`config.mk`:
```
export PLATFORM = sky130hd
export DESIGN_NAME = dm_mmio_bridge
export DESIGN_NICKNAME = d
export VERILOG_FILES = /design/src/rtl/dm_mmio_bridge.sv
export SDC_FILE = /design/constraint.sdc
export NUM_CORES = 1
export LEC_CHECK = 0
export BUFFER_PORTS_ARGS = -buffer_cell sky130_fd_sc_hd__buf_2
export CAP_MARGIN = 20
export CELL_PAD_IN_SITES_DETAIL_PLACEMENT = 0
export CELL_PAD_IN_SITES_GLOBAL_PLACEMENT = 2
export CORE_MARGIN = 5
export CORE_UTILIZATION = 34
export CTS_BUF_LIST = sky130_fd_sc_hd__clkbuf_4
export DETAILED_ROUTE_END_ITERATION = 8
export HOLD_SLACK_MARGIN = 0.06
export PLACE_DENSITY = 0.81
export SYNTH_ARGS = -nofsm -noshare
export SYNTH_HDL_FRONTEND = slang
export SYNTH_SLANG_ARGS = --single-unit
```
`constraint.sdc`:
```
create_clock -name clk -period 4 [get_ports clk]
set_input_delay 0.2 -clock clk [delete_from_list [all_inputs] [get_ports clk]]
set_output_delay 0.2 -clock clk [all_outputs]
set_load 0.02 [all_outputs]
```
`src/rtl/dm_mmio_bridge.sv`:
```
// dm_mmio_bridge: routes CPU data-memory accesses to the data SRAM or to a
// small MMIO block (console TX FIFO, 64-bit machine timer, halt register).
// Read data returns one cycle after the request, matching the sync SRAM.
module dm_mmio_bridge #(
  parameter int unsigned TX_DEPTH = 4,
  parameter int unsigned TICK_DIV = 1
) (
  input  logic        clk,
  input  logic        rst,
  input  logic        DM_c_en,
  input  logic        DM_r_en,
  input  logic [31:0] DM_w_en,
  input  logic [31:0] DM_addr,
  input  logic [31:0] DM_w_data,
  output logic [31:0] DM_rd_data,
  output logic        sram_c_en,
  output logic        sram_r_en,
  output logic [31:0] sram_w_en,
  output logic [13:0] sram_addr,
  output logic [31:0] sram_w_data,
  input  logic [31:0] sram_r_data,
  output logic        tx_valid,
  output logic [7:0]  tx_data,
  input  logic        tx_ready,
  output logic        timer_irq,
  output logic        halt,
  output logic [31:0] exit_code
);

  localparam int PW  = $clog2(TX_DEPTH);
  localparam int PSW = (TICK_DIV > 1) ? $clog2(TICK_DIV) : 1;

  localparam logic [7:0] OFF_TXDATA = 8'h00;
  localparam logic [7:0] OFF_TXSTAT = 8'h04;
  localparam logic [7:0] OFF_MT_LO  = 8'h08;
  localparam logic [7:0] OFF_MT_HI  = 8'h0C;
  localparam logic [7:0] OFF_CMP_LO = 8'h10;
  localparam logic [7:0] OFF_CMP_HI = 8'h14;
  localparam logic [7:0] OFF_HALT   = 8'h18;

  typedef enum logic [1:0] {RSEL_NONE, RSEL_SRAM, RSEL_MMIO} rsel_e;

  // ---------------- decode ----------------
  logic       sram_hit, mmio_hit, rd_req, mmio_wr;
  logic [7:0] offset;
  logic       wr_txdata, wr_txstat, wr_mt_lo, wr_mt_hi, wr_cmp_lo, wr_cmp_hi, wr_halt;

  assign sram_hit  = (DM_addr[31:16] == 16'h0000);
  assign mmio_hit  = (DM_addr[31:8] == 24'h100000);
  assign rd_req    = DM_c_en & DM_r_en;
  assign mmio_wr   = DM_c_en & ~DM_r_en & mmio_hit;
  assign offset    = DM_addr[7:0];

  // Only TXDATA honours the byte mask; other registers take the whole word.
  assign wr_txdata = mmio_wr & (offset == OFF_TXDATA) & (DM_w_en[7:0] == 8'hFF);
  assign wr_txstat = mmio_wr & (offset == OFF_TXSTAT);
  assign wr_mt_lo  = mmio_wr & (offset == OFF_MT_LO);
  assign wr_mt_hi  = mmio_wr & (offset == OFF_MT_HI);
  assign wr_cmp_lo = mmio_wr & (offset == OFF_CMP_LO);
  assign wr_cmp_hi = mmio_wr & (offset == OFF_CMP_HI);
  assign wr_halt   = mmio_wr & (offset == OFF_HALT);

  // ---------------- SRAM pass-through ----------------
  assign sram_c_en   = DM_c_en & sram_hit;
  assign sram_r_en   = DM_r_en;
  assign sram_w_en   = DM_r_en ? 32'h0 : DM_w_en;
  assign sram_addr   = DM_addr[15:2];
  assign sram_w_data = DM_w_data;

  // ---------------- console TX FIFO ----------------
  logic [7:0]  fifo_mem [TX_DEPTH];
  logic [PW:0] wptr_q, wptr_d, rptr_q, rptr_d, count;
  logic        ovf_q, ovf_d, full, empty, push_ok, pop;

  assign count    = wptr_q - rptr_q;
  assign full     = (count == (PW+1)'(TX_DEPTH));
  assign empty    = (count == '0);
  // Full is judged on the start-of-cycle state, so a same-cycle pop never frees room.
  assign push_ok  = wr_txdata & ~full;
  assign pop      = ~empty & tx_ready;
  assign tx_valid = ~empty;
  assign tx_data  = fifo_mem[rptr_q[PW-1:0]];

  // FIFO pointer and overflow next-state
  always_comb begin
    // NOTE: every always_comb output gets a default first so no path leaves it unassigned (no latch).
    wptr_d = wptr_q;
    rptr_d = rptr_q;
    ovf_d  = ovf_q;
    if (push_ok) wptr_d = wptr_q + 1'b1;
    if (pop)     rptr_d = rptr_q + 1'b1;
    if (wr_txdata & full)             ovf_d = 1'b1;
    else if (wr_txstat & DM_w_data[5]) ovf_d = 1'b0;
  end

  // FIFO pointer and overflow registers
  always_ff @(posedge clk) begin
    // NOTE: sequential state uses non-blocking assignments so all registers update together.
    if (rst) begin
      wptr_q <= '0;
      rptr_q <= '0;
      ovf_q  <= 1'b0;
    end else begin
      wptr_q <= wptr_d;
      rptr_q <= rptr_d;
      ovf_q  <= ovf_d;
    end
  end

  // FIFO storage write
  always_ff @(posedge clk) begin
    // NOTE: storage is not reset; emptiness comes from the pointers, so stale bytes are never visible.
    if (push_ok) fifo_mem[wptr_q[PW-1:0]] <= DM_w_data[7:0];
  end

  // ---------------- machine timer ----------------
  logic [PSW-1:0] presc_q, presc_d;
  logic [31:0]    mt_lo_q, mt_lo_d, mt_hi_q, mt_hi_d;
  logic [31:0]    cmp_lo_q, cmp_lo_d, cmp_hi_q, cmp_hi_d;
  logic [32:0]    lo_sum;
  logic           tick, irq_q;

  assign tick      = (presc_q == PSW'(TICK_DIV - 1));
  assign lo_sum    = {1'b0, mt_lo_q} + 33'(tick);
  assign timer_irq = irq_q;

  // Timer next-state: a CPU write wins for its own half; the carry still reaches hi
  always_comb begin
    presc_d  = tick ? '0 : presc_q + 1'b1;
    mt_lo_d  = wr_mt_lo  ? DM_w_data : lo_sum[31:0];
    mt_hi_d  = wr_mt_hi  ? DM_w_data : mt_hi_q + 32'(lo_sum[32]);
    cmp_lo_d = wr_cmp_lo ? DM_w_data : cmp_lo_q;
    cmp_hi_d = wr_cmp_hi ? DM_w_data : cmp_hi_q;
  end

  // Timer registers; irq is compared on the current mtime, so it lags by one cycle
  always_ff @(posedge clk) begin
    if (rst) begin
      presc_q  <= '0;
      mt_lo_q  <= '0;
      mt_hi_q  <= '0;
      cmp_lo_q <= '1;
      cmp_hi_q <= '1;
      irq_q    <= 1'b0;
    end else begin
      presc_q  <= presc_d;
      mt_lo_q  <= mt_lo_d;
      mt_hi_q  <= mt_hi_d;
      cmp_lo_q <= cmp_lo_d;
      cmp_hi_q <= cmp_hi_d;
      irq_q    <= ({mt_hi_q, mt_lo_q} >= {cmp_hi_q, cmp_lo_q});
    end
  end

  // ---------------- halt ----------------
  logic        halt_q;
  logic [31:0] exit_code_q;

  assign halt      = halt_q;
  assign exit_code = exit_code_q;

  // Sticky halt request and exit code
  always_ff @(posedge clk) begin
    if (rst) begin
      halt_q      <= 1'b0;
      exit_code_q <= '0;
    end else if (wr_halt) begin
      halt_q      <= 1'b1;
      exit_code_q <= DM_w_data;
    end
  end

  // ---------------- read return ----------------
  rsel_e       rsel_q, rsel_d;
  logic        rd_vld_q;
  logic [31:0] mmio_rdata_d, mmio_rdata_q, last_q, rd_ret;

  // MMIO read mux and target select for the issuing cycle
  always_comb begin
    mmio_rdata_d = '0;
    unique case (offset)
      OFF_TXSTAT: mmio_rdata_d = {26'b0, ovf_q, full, 4'(count)};
      OFF_MT_LO:  mmio_rdata_d = mt_lo_q;
      OFF_MT_HI:  mmio_rdata_d = mt_hi_q;
      OFF_CMP_LO: mmio_rdata_d = cmp_lo_q;
      OFF_CMP_HI: mmio_rdata_d = cmp_hi_q;
      OFF_HALT:   mmio_rdata_d = exit_code_q;
      default:    mmio_rdata_d = '0;
    endcase
    if (sram_hit)      rsel_d = RSEL_SRAM;
    else if (mmio_hit) rsel_d = RSEL_MMIO;
    else               rsel_d = RSEL_NONE;
  end

  // Returned word for a read issued last cycle
  always_comb begin
    unique case (rsel_q)
      RSEL_SRAM: rd_ret = sram_r_data;
      RSEL_MMIO: rd_ret = mmio_rdata_q;
      default:   rd_ret = '0;
    endcase
  end

  assign DM_rd_data = rd_vld_q ? rd_ret : last_q;

  // Capture read select/data; remember the last returned word for idle cycles
  always_ff @(posedge clk) begin
    if (rst) begin
      rd_vld_q     <= 1'b0;
      rsel_q       <= RSEL_NONE;
      mmio_rdata_q <= '0;
      last_q       <= '0;
    end else begin
      rd_vld_q <= rd_req;
      if (rd_req) begin
        rsel_q       <= rsel_d;
        mmio_rdata_q <= mmio_rdata_d;
      end
      if (rd_vld_q) last_q <= rd_ret;
    end
  end

endmodule

```
==> Flow_metrics.wiki <==
{| class="wikitable"
! Metric !! Value
|-
| Number of nets in the layout || 2,182
|-
| Floorplan row count || 74
|-
| First-pass GRT wire length || 77,600 µm
|-
| Synthesis Warnings || 0
|-
| Met2 capacity usage during global routing || 0.355
|-
| Cell area after technology mapping || 14,100 µm²
|-
| Area of all placed cells without fillers || 17,600 µm²
|-
| Sequential share of the synthesized area || 0.407
|-
| Met1 GRT Util || 0.295
|-
| Overall fraction of global-route tracks in use || 0.219
|-
| Global placement routability congestion || 0.856
|-
| Number of flip-flops and latches in the synthesized netlist || 271
|-
| Final hold vios || 0
|-
| Min Tclk post-route || 3.38 ns
|-
| Leading cell types in the layout, fill and taps excluded || sky130_fd_sc_hd__buf_2 (286), sky130_fd_sc_hd__dfxtp_1 (239), sky130_fd_sc_hd__nand2_1 (201), sky130_fd_sc_hd__nor2_1 (120), sky130_fd_sc_hd__clkbuf_4 (120)
|-
| WL/cell || 20.2 µm
|-
| Run status || finished clean
|-
| Number of flops mapped to enable cells by yosys || 32
|-
| Arrival time at the worst endpoint || 4.03 ns
|-
| Vias/cell || 5.18
|-
| Number of H-tree levels || 3
|-
| Total detailed-routing wirelength || 51,700 µm
|-
| Worst hold path class || input pin to flip-flop
|-
| Commonest non-fill, non-tap cell in the layout || sky130_fd_sc_hd__buf_2
|-
| Gate Count Post-Synth || 1,628
|-
| Top-Level Pins || 288
|-
| Vias in the first global route || 13,200
|-
| DP HPWL || 37,000 µm
|-
| Unrepaired setup endpoints after global routing || no
|-
| Final std cells w/o fill || 2,564
|-
| Fraction of final layout cells with drive strength greater than 1 || 0.236
|-
| Starting density of the core || 0.345
|-
| Peak ir drop on the vdd network || 177 µV
|-
| Fmax || 0.296 GHz
|-
| Remaining design rule violation count || 0
|-
| Total of cells resized after clock tree synthesis || 0
|-
| Final setup fails || 0
|-
| Power density over cell area || 341 nW/µm²
|-
| Worst Path Max Fanout || 4
|-
| Met3 track demand over resource || 0.0483
|-
| Kind of cell adding the most delay to the critical path || simple AND/OR/NAND/NOR gates
|-
| Count of input and output buffers || 287
|-
| Most used DFF post-synth || sky130_fd_sc_hd__dfxtp_1
|-
| Clock tree from TritonCTS || yes
|-
| Final Util || 0.431
|-
| Cell repeated most along the worst path || sky130_fd_sc_hd__ha_1
|-
| Post-synth ARST share || 0
|-
| Static leakage || 7.70 nW
|-
| Largest net degree at the start of global routing || 63
|-
| Endpoint class of the critical path || flip-flop
|-
| Max cap viols || 0
|-
| TNS Setup || 0 ns
|-
| Final count of pins violating max slew || 0
|-
| Placed Cells || 2,338
|-
| Placed instance area || 15,800 µm²
|-
| Worst slew margin relative to its limit || 0.383
|-
| Residual antenna-violating net count after detailed routing || 0
|-
| Number of buffer and inverter stages on the critical path || 0
|-
| Cell at the root of the clock tree || sky130_fd_sc_hd__clkbuf_4
|-
| CTS clk-pin slew, worst paths || 0.06 ns
|-
| Antenna violations before repair || 1
|-
| Mapped Nets || 1,838
|-
| Fill cell total of the finished layout || 4,119
|-
| Type of origin of the critical path || flip-flop
|-
| Post-Synthesis Mean Instance Area || 8.67 µm²
|-
| Total global routing overflow || 0
|-
| Cell Chain, Critical Path || ha_1, ha_1, nand3_1, nor4_2, and3_1, ha_1, ha_1, nand4_1, nor3_1, nand3_1, xor2_1, a211oi_1
|-
| Number of buffers on the longest clock path || 3
|-
| Measured slew at the worst slew-check pin || 0.925 ns
|-
| Data required time of the worst path || 4.65 ns
|-
| Clock Sinks || 271
|-
| Clock Latency Late Sink || 0.74 ns
|-
| Synth-to-layout area growth || 25.0%
|-
| Core Region || 40,900 µm²
|-
| Worst setup path class || flip-flop to flip-flop
|-
| Master of the slowest instance on the critical path || sky130_fd_sc_hd__nor3_1
|-
| Highest-utilization routing layer at the global route stage || met2
|-
| Post-synth cell types || 57
|-
| Final clock period utilization by the worst path || 0.845
|-
| Die height || 214 µm
|-
| Clock Skew || 0.0481 ns
|-
| Width of the die || 214 µm
|-
| Worst stage delay on the critical path || 0.43 ns
|-
| Total clock buffers created by CTS || 78
|-
| Total die area || 45,700 µm²
|-
| Drt pass-1 iters || 7
|-
| 1st-iter DRT viols || 1,001
|-
| Via count || 13,300
|}
timing repair:
| item | in CTS | in global routing |
|---|---|---|
| buffers inserted | 0 | 0 |
| hold endpoints to repair | 237 | 0 |
| hold buffers | 85 | 0 |
cells by family (layout without fill, tap and decap cells):
| kind of cell | count (synthesis) | after routing | synth area share |
|---|---|---|---|
| fa+ha+maj | 77 | 77 | 0.0688 |
| flops | 271 | 271 | 0.407 |
| xor+xnor | 67 | 67 | 0.0416 |
| simple gates | 537 | 537 | 0.182 |
| compound gates | 395 | 395 | 0.191 |
| other cells | 1 | 2 | 0.000266 |
| buf+inv | 255 | 658 | 0.0844 |
| mux | 25 | 25 | 0.0248 |
area by class of cell:
cell class	instances	area (µm²)	area share
well taps	532	666	0.0377
clock buffers	120	901	0.0510
inverters	108	405	0.0230
diodes	1	2.50	0.000142
multi-input cells	1102	7190	0.407
flip-flops and latches	271	5750	0.326
repair buffers	411	2630	0.149
clock inverters	19	109	0.00617
per-layer routing:
layer / up-vias / part of all wire
met3: 67 / 0.091
met4: 0 / 0.021
met5: - / 0
met2: 572 / 0.45
li1: 6474 / -
met1: 6174 / 0.44
cells in the mapped netlist, types with 17 or more instances:
library cell	n	area, µm²
sky130_fd_sc_hd__a211oi_1	55	413
sky130_fd_sc_hd__a21o_1	24	180
sky130_fd_sc_hd__a21oi_1	92	460
sky130_fd_sc_hd__a222oi_1	17	170
sky130_fd_sc_hd__a22oi_1	56	420
sky130_fd_sc_hd__and2_1	42	263
sky130_fd_sc_hd__and3_1	17	106
sky130_fd_sc_hd__buf_2	26	130
sky130_fd_sc_hd__buf_4	54	405
sky130_fd_sc_hd__clkbuf_1	64	240
sky130_fd_sc_hd__dfxtp_1	239	4780
sky130_fd_sc_hd__edfxtp_1	32	961
sky130_fd_sc_hd__ha_1	76	951
sky130_fd_sc_hd__inv_1	108	405
sky130_fd_sc_hd__mux2i_1	17	170
sky130_fd_sc_hd__nand2_1	202	758
sky130_fd_sc_hd__nand3_1	32	160
sky130_fd_sc_hd__nand4_1	32	200
sky130_fd_sc_hd__nor2_1	121	454
sky130_fd_sc_hd__nor2b_1	36	225
sky130_fd_sc_hd__o211ai_1	66	495
sky130_fd_sc_hd__o21ai_0	17	85.1
sky130_fd_sc_hd__o22ai_1	32	200
sky130_fd_sc_hd__xnor2_1	35	307
sky130_fd_sc_hd__xor2_1	32	280
stage by stage:
stage               worst slack (ns)  hold slack [ns]  total power, mW
finish                         0.620            0.130             6.02
global route                   0.282            0.111             6.33
CTS                            0.634           0.0686             6.13
detailed placement             0.683            0.449             3.36
global placement               0.835            0.441             3.36
floorplan                      0.998            0.284             3.15
where the power goes:
group / switching, mW / internal [mW]
Combinational: 0.336 / 0.225
Sequential: 0.0266 / 2.76
Clock: 1.25 / 1.43
worst min-delay path: stages:
cell and delay, ns:
sky130_fd_sc_hd__buf_2 0.08, sky130_fd_sc_hd__a22oi_1 0.06, sky130_fd_sc_hd__o22ai_1 0.31, sky130_fd_sc_hd__and2_1 0.18
path summary, 6_finish.rpt:
kind                         start               end  slack (ns)  cells past startpoint
hold / removal      sram_r_data[9]         last_q[9]        0.13                      4
setup / recovery        mt_lo_q[0]       mt_hi_q[28]        0.62                     12
hold reg to reg   mmio_rdata_q[25]  mmio_rdata_q[25]        0.46                      2
setup reg to reg        mt_lo_q[0]       mt_hi_q[28]        0.62                     12
registers in the layout, summed over array words and instances, names as in the netlist, 2 cells and up, named ones only:
signal and cells:
cmp_hi_q 32, mmio_rdata_q 32, wptr_q 3, cmp_lo_q 32, last_q 32, mt_lo_q 32
rsel_q 2, exit_code 32, rptr_q 3, mt_hi_q 32, fifo_mem 32
(Power assumes the default switching activity.)
